===== src/rtl/ring_inject_arbiter_pkg.sv =====
// Shared types and helpers for the ring injection arbiter.
// Optional statistics counters are enabled with RING_INJECT_ARB_STATS_EN.
package ring_arb_pkg;

    typedef enum logic [0:0] {
        IDLE   = 1'b0,
        LOCKED = 1'b1
    } arb_state_e;

    // Bits needed to hold a credit count from 0 up to the buffer depth inclusive.
    function automatic int credit_width(input int depth);
        return $clog2(depth + 1);
    endfunction

endpackage


===== src/rtl/ring_inject_arbiter_chk.sv =====
// Simulation checker for the injection arbiter credit counter.
// Flags a credit return arriving while the counter is already full.
module ring_inject_arbiter_chk #(
    parameter int              CREDIT_W   = 3,
    parameter logic [CREDIT_W-1:0] CREDIT_MAX = 3'd4
) (
    input logic                clk,
    input logic                rst_n,
    input logic [CREDIT_W-1:0] credit,
    input logic                credit_in,
    input logic                accept
);

    a_credit_no_overflow: assert property (
        @(posedge clk) disable iff (!rst_n)
        !(credit_in && !accept && (credit == CREDIT_MAX))
    );

endmodule


===== src/rtl/ring_inject_arbiter_rr.sv =====
// Rotating-priority search: first set request at or above ptr, wrapping around.
// Purely combinational; grant is one-hot (all zero when nothing requests).
module rr_priority_select #(
    parameter int N     = 4,
    parameter int IDX_W = $clog2(N)
) (
    input  logic [N-1:0]     req,
    input  logic [IDX_W-1:0] ptr,
    output logic [N-1:0]     grant,
    output logic [IDX_W-1:0] idx
);

    localparam logic [IDX_W:0] N_L = (IDX_W + 1)'(N);

    logic             found_s;
    logic [IDX_W:0]   sum_s;
    logic [IDX_W-1:0] cand_s;

    // Walk the requesters starting at ptr and keep the first one found.
    always_comb begin
        found_s = 1'b0;
        idx     = {IDX_W{1'b0}};
        grant   = {N{1'b0}};
        sum_s   = {(IDX_W + 1){1'b0}};
        cand_s  = {IDX_W{1'b0}};
        for (int off = 0; off < N; off++) begin
            sum_s = {1'b0, ptr} + (IDX_W + 1)'(off);
            if (sum_s >= N_L) begin
                cand_s = IDX_W'(sum_s - N_L);
            end else begin
                cand_s = sum_s[IDX_W-1:0];
            end
            if (!found_s && req[cand_s]) begin
                found_s = 1'b1;
                idx     = cand_s;
            end else begin
                found_s = found_s;
            end
        end
        if (found_s) begin
            grant[idx] = 1'b1;
        end else begin
            grant = {N{1'b0}};
        end
    end

endmodule


===== src/rtl/ring_inject_arbiter.sv =====
// Wormhole injection arbiter: NUM_REQ requesters share one credit-controlled router port.
// Define RING_INJECT_ARB_STATS_EN to add per-requester packet counters (pkt_count).
module ring_inject_arbiter
    import ring_arb_pkg::*;
#(
    parameter int NUM_REQ           = 4,
    parameter int DEST_WIDTH        = 6,
    parameter int FLIT_WIDTH        = 128,
    parameter int FLIT_BUFFER_DEPTH = 4
) (
    input  logic                  clk,
    input  logic                  rst_n,
    input  logic                  valid_in    [NUM_REQ],
    output logic                  ready_out   [NUM_REQ],
    input  logic [FLIT_WIDTH-1:0] data_in     [NUM_REQ],
    input  logic [DEST_WIDTH-1:0] dest_in     [NUM_REQ],
    input  logic                  is_tail_in  [NUM_REQ],
    output logic [FLIT_WIDTH-1:0] data_out,
    output logic [DEST_WIDTH-1:0] dest_out,
    output logic                  is_tail_out,
    output logic                  send_out,
    input  logic                  credit_in
`ifdef RING_INJECT_ARB_STATS_EN
    ,
    output logic [31:0]           pkt_count   [NUM_REQ]
`endif
);

    localparam int                  IDX_W      = $clog2(NUM_REQ);
    localparam int                  CREDIT_W   = credit_width(FLIT_BUFFER_DEPTH);
    localparam logic [CREDIT_W-1:0] CREDIT_MAX = CREDIT_W'(FLIT_BUFFER_DEPTH);
    localparam logic [IDX_W-1:0]    IDX_LAST   = IDX_W'(NUM_REQ - 1);

    arb_state_e          state_r, state_nxt_s;
    logic [IDX_W-1:0]    owner_r, owner_nxt_s;
    logic [IDX_W-1:0]    rr_ptr_r, rr_ptr_nxt_s;
    logic [CREDIT_W-1:0] credit_r, credit_nxt_s;

    logic [NUM_REQ-1:0]  valid_vec_s;
    logic [NUM_REQ-1:0]  ready_vec_s;
    logic [NUM_REQ-1:0]  rr_grant_s;
    logic [IDX_W-1:0]    rr_idx_s;
    logic [IDX_W-1:0]    win_idx_s;
    logic                accept_s;
    logic                win_tail_s;

    for (genvar g = 0; g < NUM_REQ; g++) begin : g_port
        assign valid_vec_s[g] = valid_in[g];
        assign ready_out[g]   = ready_vec_s[g];
    end

    rr_priority_select #(
        .N     (NUM_REQ),
        .IDX_W (IDX_W)
    ) u_rr (
        .req   (valid_vec_s),
        .ptr   (rr_ptr_r),
        .grant (rr_grant_s),
        .idx   (rr_idx_s)
    );

    // Grant selection, acceptance and next-state for FSM, pointer and credits.
    always_comb begin
        state_nxt_s  = state_r;
        owner_nxt_s  = owner_r;
        rr_ptr_nxt_s = rr_ptr_r;
        credit_nxt_s = credit_r;
        ready_vec_s  = {NUM_REQ{1'b0}};
        win_idx_s    = rr_idx_s;

        // In LOCKED the owner is offered the port even before it presents its next flit.
        if (rst_n && (credit_r != {CREDIT_W{1'b0}})) begin
            case (state_r)
                IDLE: begin
                    win_idx_s   = rr_idx_s;
                    ready_vec_s = rr_grant_s;
                end
                LOCKED: begin
                    win_idx_s             = owner_r;
                    ready_vec_s[owner_r]  = 1'b1;
                end
                default: begin
                    ready_vec_s = {NUM_REQ{1'b0}};
                end
            endcase
        end else begin
            ready_vec_s = {NUM_REQ{1'b0}};
        end

        accept_s   = valid_vec_s[win_idx_s] & ready_vec_s[win_idx_s];
        win_tail_s = is_tail_in[win_idx_s];

        if (accept_s && win_tail_s) begin
            state_nxt_s  = IDLE;
            rr_ptr_nxt_s = (win_idx_s == IDX_LAST) ? {IDX_W{1'b0}} : win_idx_s + IDX_W'(1);
        end else if (accept_s) begin
            state_nxt_s = LOCKED;
            owner_nxt_s = win_idx_s;
        end else begin
            state_nxt_s = state_r;
        end

        case ({accept_s, credit_in})
            2'b10:   credit_nxt_s = credit_r - CREDIT_W'(1);
            2'b01:   credit_nxt_s = (credit_r == CREDIT_MAX) ? credit_r : credit_r + CREDIT_W'(1);
            default: credit_nxt_s = credit_r;
        endcase
    end

    // Control state: FSM, packet owner, round-robin pointer and credit counter.
    always_ff @(posedge clk) begin
        if (!rst_n) begin
            state_r  <= IDLE;
            owner_r  <= {IDX_W{1'b0}};
            rr_ptr_r <= {IDX_W{1'b0}};
            credit_r <= CREDIT_MAX;
        end else begin
            state_r  <= state_nxt_s;
            owner_r  <= owner_nxt_s;
            rr_ptr_r <= rr_ptr_nxt_s;
            credit_r <= credit_nxt_s;
        end
    end

    // Output flit register; payload holds its last value between sends.
    always_ff @(posedge clk) begin
        if (!rst_n) begin
            send_out    <= 1'b0;
            is_tail_out <= 1'b0;
            data_out    <= {FLIT_WIDTH{1'b0}};
            dest_out    <= {DEST_WIDTH{1'b0}};
        end else if (accept_s) begin
            send_out    <= 1'b1;
            is_tail_out <= win_tail_s;
            data_out    <= data_in[win_idx_s];
            dest_out    <= dest_in[win_idx_s];
        end else begin
            send_out    <= 1'b0;
        end
    end

`ifdef RING_INJECT_ARB_STATS_EN
    logic [31:0] pkt_cnt_r [NUM_REQ];

    // Per-requester completed-packet counters, saturating at all ones.
    always_ff @(posedge clk) begin
        for (int i = 0; i < NUM_REQ; i++) begin
            if (!rst_n) begin
                pkt_cnt_r[i] <= 32'd0;
            end else if (accept_s && win_tail_s && (win_idx_s == IDX_W'(i))
                         && (pkt_cnt_r[i] != 32'hFFFF_FFFF)) begin
                pkt_cnt_r[i] <= pkt_cnt_r[i] + 32'd1;
            end else begin
                pkt_cnt_r[i] <= pkt_cnt_r[i];
            end
        end
    end

    assign pkt_count = pkt_cnt_r;
`endif

    ring_inject_arbiter_chk #(
        .CREDIT_W   (CREDIT_W),
        .CREDIT_MAX (CREDIT_MAX)
    ) u_chk (
        .clk       (clk),
        .rst_n     (rst_n),
        .credit    (credit_r),
        .credit_in (credit_in),
        .accept    (accept_s)
    );

endmodule


===== config.mk =====
export PLATFORM = sky130hd
export DESIGN_NAME = ring_inject_arbiter
export DESIGN_NICKNAME = d
export VERILOG_FILES = /design/src/rtl/ring_inject_arbiter_pkg.sv /design/src/rtl/ring_inject_arbiter_chk.sv /design/src/rtl/ring_inject_arbiter_rr.sv /design/src/rtl/ring_inject_arbiter.sv
export SDC_FILE = /design/constraint.sdc
export NUM_CORES = 1
export LEC_CHECK = 0
export BUFFER_PORTS_ARGS = -buffer_cell sky130_fd_sc_hd__clkbuf_2
export CAP_MARGIN = 20
export CORE_AREA = 2 2 268 270
export CTS_CLUSTER_SIZE = 10
export DETAILED_ROUTE_END_ITERATION = 8
export DIE_AREA = 0 0 270 272
export HOLD_SLACK_MARGIN = 0.12
export PLACE_DENSITY = 0.35
export SLEW_MARGIN = 20
export SYNTH_ARGS = -nofsm -noshare
export SYNTH_HDL_FRONTEND = slang
export SYNTH_SLANG_ARGS = --single-unit

===== constraint.sdc =====
create_clock -name clk -period 3.9 [get_ports clk]
set_input_delay 0.78 -clock clk [delete_from_list [all_inputs] [get_ports clk]]
set_output_delay 0.78 -clock clk [all_outputs]
set_load 0.005 [all_outputs]

==> results.sh, run 1 <==
export IMPL_htreeDepth=4
export IMPL_diodes=0
export IMPL_fmax_ghz=0.3307
export IMPL_syn_nets=2121
export IMPL_start_util_pct=13.78
export IMPL_skew_ns=0.009500
export IMPL_clkSlewWorstSetupHoldPaths_ns=0.07
export IMPL_gp_congestion=0.9726
export IMPL_synthTopCellsByCount="nand2_1 (684), nand3_1 (318), dfxtp_1 (144)"
export IMPL_crit_fanout=82
export IMPL_peakVddDrop_uv=839.7
export IMPL_slew_headroom_pct=40.92
export IMPL_maxCapViolCount=0
export IMPL_synth_warnings=0
export IMPL_hold_path_class="reg -> reg"
export IMPL_critical_path_class="in -> reg"
export IMPL_synth_area_leaders="dfxtp_1 (30%), nand2_1 (26%), nand3_1 (16%)"
export IMPL_tightest_slew_ns=0.8862
export IMPL_areaGrowthSynthToFinish_pct=49.73
export IMPL_ys_ff_latch=144
export IMPL_io_pins=687
export IMPL_internal_power_w=0.005850
export IMPL_power_frac_seq_pct=20.1
export IMPL_netSwitchingFraction_pct=53.96
export IMPL_cts_root_buf="clkbuf_16"
export IMPL_die_y_um=272
export IMPL_cts_tree="done"
export IMPL_grt_setup_unrepaired="false"
export IMPL_yosysMostFrequentCell="nand2_1"
export IMPL_drcViolationCount=0
export IMPL_cts_buffers=17
export IMPL_yosys_cell_types_count=47
export IMPL_max_stage_delay_ns=0.62
export IMPL_slew_viol_final=0
export IMPL_slowest_stage="buf_4"
export IMPL_syn_inst=1572
export IMPL_hold_viol=0
export IMPL_setup_tns_ns=0
export IMPL_ant_nets=0
export IMPL_antenna_found_initial=4
export IMPL_arrival_ns=3.35
export IMPL_p_switching_w=0.006856
export IMPL_p_leak_nw=7.095
export IMPL_port_buffers=686
export IMPL_clock_latency_ns=0.48
export IMPL_vias=12860
export IMPL_setup_worst_path_end_class="register"
export IMPL_p_comb_share_pct=66.9
export IMPL_syn_avg_cell_area_um2=6.202
export IMPL_core_mm2=0.07075
export IMPL_worst_path_buf_inv=3
export IMPL_cts_resized=0
export IMPL_yosysTopAreaCell="dfxtp_1"
export IMPL_crit_top_cell="nand3_1"
export IMPL_worstPathCellList="clkbuf_2 -> nor2b_1 -> a211o_1 -> nand3_1 -> and2_4 -> buf_12 -> buf_4 -> nand3_1 -> nand3_2 -> a21oi_1"
export IMPL_required_ns=4.23
export IMPL_grt_max_degree=150
export IMPL_crit_family="buffers and inverters"
export IMPL_avgViaCountPerCell=4.115
export IMPL_fin_crit_ns=3.024
export IMPL_grt_use_total_pct=13.81
export IMPL_synth_top_area_share_pct=29.57
export IMPL_wl_per_cell_um=16.70
export IMPL_first_pass_iters=5
export IMPL_fin_hold_ws_ns=0.4543
export IMPL_dieArea_mm2=0.07344
export IMPL_drtIter0Drc=605
export IMPL_ys_seq_area_share_pct=29.57
export IMPL_outcome="finished, final reports clean"
export IMPL_rows=98
export IMPL_timing_final_crit_share_pct=77.55
export IMPL_overflow=0
export IMPL_finalNetCount=2712
export IMPL_cts_setup_buffers=0
export IMPL_cts_buffer_depth=2
export IMPL_drive_above_1_share_pct=38.56
export IMPL_seq_area_mm2=0.002883
export IMPL_post_cts_hold_buffer_count=0
export IMPL_finalSetupViolCount=0
export IMPL_synth_top_flop_cell="dfxtp_1"
export IMPL_p_clk_share_pct=13.1
export IMPL_clkSinkCount=144
export IMPL_start_kind="primary input"
export IMPL_fill_cells=8267
export IMPL_grt_pass1_wl_mm=77.37
export IMPL_synth_area_mm2=0.009749
export IMPL_routed_wl_mm=52.21
export IMPL_multi_input_area_mm2=0.006182
export IMPL_hpwl_mm=41.00
export IMPL_synth_edff_count=0
export IMPL_synthArstFlopShare_pct=0
export IMPL_grt_pass1_vias=12700
export IMPL_die_w_um=270
export IMPL_power_density_mw_per_mm2=870.4
metal layers:
| metal | routed length (um) | up-vias | global-route usage (%) |
|---|---|---|---|
| met1 | 21560 | 5891 | 16.31 |
| met3 | 3620 | 58 | 3.809 |
| met4 | 1427 | 4 | 5.015 |
| met5 | 26 | - | 0 |
| met2 | 25580 | 518 | 23.87 |
| li1 | - | 6392 | - |
placed cells by master, fill, tap and decap left out, drive strengths merged, types with 2 or more instances in the layout:
master	count
a21oi	140
buf	21
clkbuf	703
clkinv	5
clkinvlp	2
dfxtp	144
inv	15
mux2i	7
nand2	684
nand2b	2
nand3	408
nor2	5
nor2b	4
nor4	2
o211ai	2
o21ai	4
o21bai	2
o22ai	3
o32ai	2
worst register-to-register path, stage by stage (launching register included):
cell      delay (ns)
dfxtp_1         0.49
nor3_1          0.11
nand3b_1        0.25
nand3_1         0.16
and2_4          0.18
buf_12          0.30
buf_4           0.79
nand3_1         0.33
nand3_2         0.14
a21oi_1         0.06
per-stage QoR:
stage	area (um^2)	utilization (%)	instances	setup slack, ns	total power (W)
global route	14600	20.63	3126	0.7762	0.01402
floorplan	9749	-	1572	0.5616	0.008331
CTS	14600	20.63	3126	0.8899	0.01310
global placement	14030	19.82	3094	0.4661	0.01127
detailed placement	14030	19.82	3094	0.4101	0.01135
finish	14600	20.63	3126	0.8757	0.01271
cell families after synthesis:
family	after synthesis	share of synthesized area, %
muxes	7	0.7187
and+or+nand+nor	1113	53.16
xor gates and xnor gates	1	0.08985
AOI/OAI and AO/OA	163	9.048
adders and majority gates	2	0.3337
DFF	144	29.57
buffers and inverters	142	7.084
path summary, 6_finish.rpt:
kind                      from      endpoint  slack [ns]  cells after the start
setup / recovery   valid_in[1]  data_out[11]        0.88                     10
hold / removal    data_out[65]  data_out[65]        0.45                      2
setup reg to reg   credit_r[0]  data_out[11]        0.95                      9
hold reg to reg   data_out[65]  data_out[65]        0.45                      2
power by group through the flow:
stage	clock network (W)	logic [W]	registers [W]
after floorplan	0	0.00575	0.00258
after global placement	0	0.00870	0.00257
after detailed placement	0	0.00876	0.00259
after CTS	0.00176	0.00877	0.00256
after global routing	0.00180	0.00957	0.00265
final	0.00166	0.00850	0.00255
final cells by class:
class,instances,area share [%]
clock buffer,17,2.914
sequential,144,19.75
inverter,7,0.3000
timing repair buffer,707,25.54
multi-input combinational,1286,42.35
tap,950,8.143
clock inverter,15,1.003
flip-flops by register name, indices dropped and copies added (netlist names):
signal	count
credit_r	3
owner_r	2
state_r	1
data_out	128
is_tail_out	1
dest_out	6
send_out	1
rr_ptr_r	2
No activity file was read; power rests on OpenSTA's default activity.
==> run 2, diff against run 1 <==
Clock period 3.9 ns to 3.05 ns, I/O delays scaled along.
==> results.sh, run 2 (synthesis gave the netlist of run 1 again) <==
export IMPL_ff2ff_path_depth=8
export IMPL_post_cts_hold_buffer_count=0
export IMPL_required_ns=2.44
export IMPL_largest_reg_flops=128
export IMPL_drtIter0Drc=534
export IMPL_route_met2_wl_mm=25.93
export IMPL_cts_tree="done"
export IMPL_cts_buffers=17
export IMPL_cts_root_buf="clkbuf_16"
export IMPL_final_common_cell="clkbuf_2"
export IMPL_rows=98
export IMPL_clkSinkCount=144
export IMPL_io_pins=687
export IMPL_overflow=0
export IMPL_r2r_slack_ns=0.33
export IMPL_slew_viol_final=0
export IMPL_grt_setup_unrepaired="false"
export IMPL_skew_ns=0.01156
export IMPL_final_cell_mix="clkbuf_2 (686), nand2_1 (684), nand3_1 (318), dfxtp_1 (144), a21oi_1 (140)"
export IMPL_hpwl_mm=41.87
export IMPL_die_w_um=270
export IMPL_cts_resized=0
export IMPL_fin_crit_ns=2.808
export IMPL_die_y_um=272
export IMPL_wl_per_cell_um=16.61
export IMPL_drt_met1_wl_mm=21.81
export IMPL_crit_fanout=6
export IMPL_wl_met3_mm=3.728
export IMPL_highest_layer="met5"
export IMPL_top_register="data_out"
export IMPL_max_stage_delay_ns=0.46
export IMPL_worstReg2RegEnd="rr_ptr_r[1]"
export IMPL_antenna_found_initial=4
export IMPL_avgViaCountPerCell=4.104
export IMPL_routed_wl_mm=52.52
export IMPL_maxCapViolCount=0
export IMPL_hold_path_startpoint="data_out[50]"
export IMPL_slew_headroom_pct=41.32
export IMPL_whs_endpoint="data_out[50]"
export IMPL_core_mm2=0.07075
export IMPL_hold_path_class="reg -> reg"
export IMPL_gp_congestion=0.9051
export IMPL_areaGrowthSynthToFinish_pct=53.36
export IMPL_fin_ws_ns=0.2424
export IMPL_grt_pass1_wl_mm=77.62
export IMPL_drive_above_1_share_pct=39.50
export IMPL_dieArea_mm2=0.07344
export IMPL_timing_final_crit_share_pct=92.05
export IMPL_finalSetupViolCount=0
export IMPL_clock_latency_ns=0.47
export IMPL_setup_worst_path_end_class="output port"
export IMPL_reg2reg_from="credit_r[2]"
export IMPL_port_buffers=686
export IMPL_vias=12970
export IMPL_peakVddDrop_uv=926.5
export IMPL_clkSlewWorstSetupHoldPaths_ns=0.06
export IMPL_p_leak_nw=7.291
export IMPL_tightest_slew_ns=0.8802
export IMPL_cts_setup_buffers=0
export IMPL_dp_slack_ns=-0.2281
export IMPL_fmax_ghz=0.3562
export IMPL_start_util_pct=13.78
export IMPL_critical_path_class="reg -> out"
export IMPL_start_kind="register"
export IMPL_hold_viol=0
export IMPL_first_pass_iters=5
export IMPL_drcViolationCount=0
export IMPL_grt_max_degree=101
export IMPL_top_regs="data_out (128), dest_out (6), credit_r (3)"
export IMPL_ant_nets=0
export IMPL_worstPathCellList="nor3_1 -> nor4_1 -> a21bo_2 -> buf_4 -> o21ai_0 -> clkbuf_2"
export IMPL_outcome="finished, final reports clean"
export IMPL_htreeDepth=4
export IMPL_arrival_ns=2.20
export IMPL_slowest_stage="dfxtp_1"
export IMPL_finalNetCount=2746
export IMPL_fin_util_pct=21.13
export IMPL_worstHoldPathCells=2
export IMPL_setup_tns_ns=0
export IMPL_grt_use_total_pct=13.83
export IMPL_power_density_mw_per_mm2=1143
export IMPL_cts_buffer_depth=2
export IMPL_grt_pass1_vias=12750
[run 2: worst max-delay path: cells and delay by family, from the launching register on]
kind / cells / cell delay [ns]
buffers and inverters: 2 / 0.32
AND/OR/NAND/NOR: 2 / 0.44
flip-flops: 1 / 0.46
AO/OA/AOI/OAI: 2 / 0.52
[run 2: final cells by class]
class	instances	area, um^2
antenna	1	2.502
clock buffer	18	429.2
clock inverter	14	153.9
fill	8201	55800
inverter	7	43.79
multi-input combinational	1286	6188
sequential	144	2883
tap	950	1189
timing repair buffer	741	4063
[run 2: how the worst max path moves through the flow]
| stage | from | endpoint | slack [ns] | cells after the start |
|---|---|---|---|---|
| 2_1_floorplan | valid_in[1] | credit_r[2] | 0.03 | 12 |
| 3_3_place_gp | valid_in[3] | rr_ptr_r[1] | -0.19 | 11 |
| 3_5_place_dp | valid_in[3] | rr_ptr_r[0] | -0.23 | 11 |
| 4_1_cts | credit_r[2] | rr_ptr_r[1] | 0.1 | 8 |
| 5_1_grt | credit_r[2] | rr_ptr_r[1] | 0.01 | 8 |
| 6_report | credit_r[0] | ready_out[2] | 0.24 | 6 |
[run 2: stage by stage]
step / hold slack [ns] / std cells / total power (W) / cell area [um^2]
floorplan: 0.4527 / 1572 / 0.01066 / 9757
global placement: 0.4437 / 3128 / 0.01526 / 14360
detailed placement: 0.4454 / 3128 / 0.01527 / 14370
CTS: 0.4448 / 3160 / 0.01758 / 14950
global route: 0.4662 / 3160 / 0.01877 / 14950
finish: 0.4516 / 3161 / 0.01709 / 14950
[run 2: power by group]
group	internal (W)	switching [W]
Combinational	0.00422	0.00742
Clock	0.00121	0.000962
Sequential	0.00277	0.000511
[run 2: layer usage]
layer	track usage, %	vias to the layer above
li1	-	6474
met1	16.23	5937
met2	24.24	511
met3	3.985	45
met4	4.284	6
met5	0	-
==> run 3, diff against run 2 <==
Settings changed: CTS_BUF_LIST set to sky130_fd_sc_hd__clkbuf_2, CTS_CLUSTER_DIAMETER set to 40.
==> results.sh, run 3 (synthesis gave the netlist of run 1 again) <==
export IMPL_dp_cells=3128
export IMPL_ff2ff_path_depth=10
export IMPL_slowest_stage="dlygate4sd3_1"
export IMPL_finalSetupViolCount=0
export IMPL_worstHoldPathCells=5
export IMPL_start_util_pct=13.78
export IMPL_rows=98
export IMPL_outcome="finished, final reports clean"
export IMPL_grt_pass1_vias=15530
export IMPL_fin_hold_ws_ns=0.4554
export IMPL_antenna_found_initial=4
export IMPL_grt_max_degree=101
export IMPL_core_mm2=0.07075
export IMPL_setup_worst_path_end_class="output port"
export IMPL_drive_above_1_share_pct=32.66
export IMPL_areaGrowthSynthToFinish_pct=108.5
export IMPL_drtIter0Drc=631
export IMPL_ant_nets=0
export IMPL_final_cell_mix="clkbuf_2 (700), nand2_1 (683), dlygate4sd3_1 (538), nand3_1 (317), a21oi_1 (140)"
export IMPL_top_register="data_out"
export IMPL_fin_crit_ns=2.960
export IMPL_seq_area_mm2=0.002903
export IMPL_worstPathCellList="dlygate4sd3_1 -> clkbuf_2 -> inv_4 -> nor4_4 -> a21bo_4 -> o21ai_2 -> buf_2"
export IMPL_multi_input_area_mm2=0.006301
export IMPL_htreeDepth=4
export IMPL_slew_viol_final=0
export IMPL_hold_path_class="in -> reg"
export IMPL_routed_wl_mm=60.11
export IMPL_cts_tree="done"
export IMPL_cts_buffers=17
export IMPL_peakVddDrop_uv=645.4
export IMPL_power_density_mw_per_mm2=912.4
export IMPL_final_cells=3710
export IMPL_required_ns=2.44
export IMPL_clkSlewWorstSetupHoldPaths_ns=0.21
export IMPL_use_met2_pct=27.81
export IMPL_hold_viol=0
export IMPL_hpwl_mm=41.87
export IMPL_start_kind="primary input"
export IMPL_wl_per_cell_um=16.20
export IMPL_p_leak_nw=9.385
export IMPL_cts_buffer_depth=2
export IMPL_critPathLaunch="rst_n"
export IMPL_grt_pass1_wl_mm=87.62
export IMPL_fmax_ghz=0.3378
export IMPL_tightest_slew_ns=0.8780
export IMPL_grt_setup_unrepaired="true"
export IMPL_setup_tns_ns=0
export IMPL_cts_root_buf="clkbuf_2"
export IMPL_vias=15430
export IMPL_grt_use_total_pct=15.32
export IMPL_critical_path_class="in -> out"
export IMPL_fin_util_pct=28.73
export IMPL_port_buffers=686
export IMPL_hold_path_startpoint="is_tail_in[0]"
export IMPL_fill_cells=7749
export IMPL_dieArea_mm2=0.07344
export IMPL_met1_usage_pct=17.28
export IMPL_first_pass_iters=7
export IMPL_largest_reg_flops=128
export IMPL_die_w_um=270
export IMPL_grt_util_met3_pct=3.826
export IMPL_io_pins=687
export IMPL_avgViaCountPerCell=4.158
export IMPL_reg2reg_from="credit_r[2]"
export IMPL_clkSinkCount=144
export IMPL_clock_latency_ns=0.96
export IMPL_arrival_ns=2.35
export IMPL_crit_fanout=6
export IMPL_finalNetCount=3292
export IMPL_busiest_layer="met2"
export IMPL_die_y_um=272
export IMPL_skew_ns=0.04509
export IMPL_timing_final_crit_share_pct=97.06
export IMPL_overflow=0
export IMPL_gp_congestion=0.9051
export IMPL_slew_headroom_pct=41.47
export IMPL_maxCapViolCount=0
export IMPL_top_regs="data_out (128), dest_out (6), credit_r (3)"
export IMPL_final_common_cell="clkbuf_2"
export IMPL_drcViolationCount=0
export IMPL_max_stage_delay_ns=0.58
run 3: where the power goes:
part	internal, W	leakage (nW)	switching [W]
registers	0.00277	1.19	0.000517
logic	0.00585	8.06	0.00815
clock network	0.000394	0.142	0.000867
run 3: cell type report:
cell class	instances	share of cell area, %
diodes	4	0.04924
clock buffers	18	0.4432
clock inverters	14	0.7571
inverters	7	0.2401
multi-input cells	1286	31.00
flip-flops and latches	144	14.28
well taps	950	5.848
repair buffers	1287	47.38
run 3: worst max-delay path: cells and delay by family:
family | cells | cell delay [ns]
compound gates | 2 | 0.41
simple gates | 1 | 0.30
buf+inv | 4 | 1.02
run 3: what timing repair did:
action                                  in CTS  in global routing
pin swaps                                    5                  8
gates resized for setup                     20                 27
hold buffers                               538                  0
cloned                                       0                  4
endpoints found under the setup margin       4                 73
endpoints found under the hold margin      142                  0
buffers inserted                             4                  2
run 3: final timing paths:
path                                      to  slack, ns
worst max register to register  data_out[45]       0.10
worst max-delay path            ready_out[2]       0.09
worst min register to register  data_out[50]       0.47
worst min-delay path                 state_r       0.46
run 3: per-layer routing:
layer	part of all wire (%)	routed length, um	vias to the layer above
li1	-	-	7564
met1	41	24410	7119
met2	50	29970	653
met3	6.3	3815	90
met4	3.2	1902	2
met5	0.022	13	-
run 3: through the flow:
| stage | total power [W] | worst slack (ns) | instance area [um^2] |
|---|---|---|---|
| finish | 0.01855 | 0.08974 | 20330 |
| global route | 0.02024 | -0.07540 | 20320 |
| CTS | 0.01833 | -0.2579 | 20100 |
| detailed placement | 0.01527 | -0.2281 | 14370 |
| global placement | 0.01526 | -0.1883 | 14360 |
| floorplan | 0.01066 | 0.02566 | 9757 |
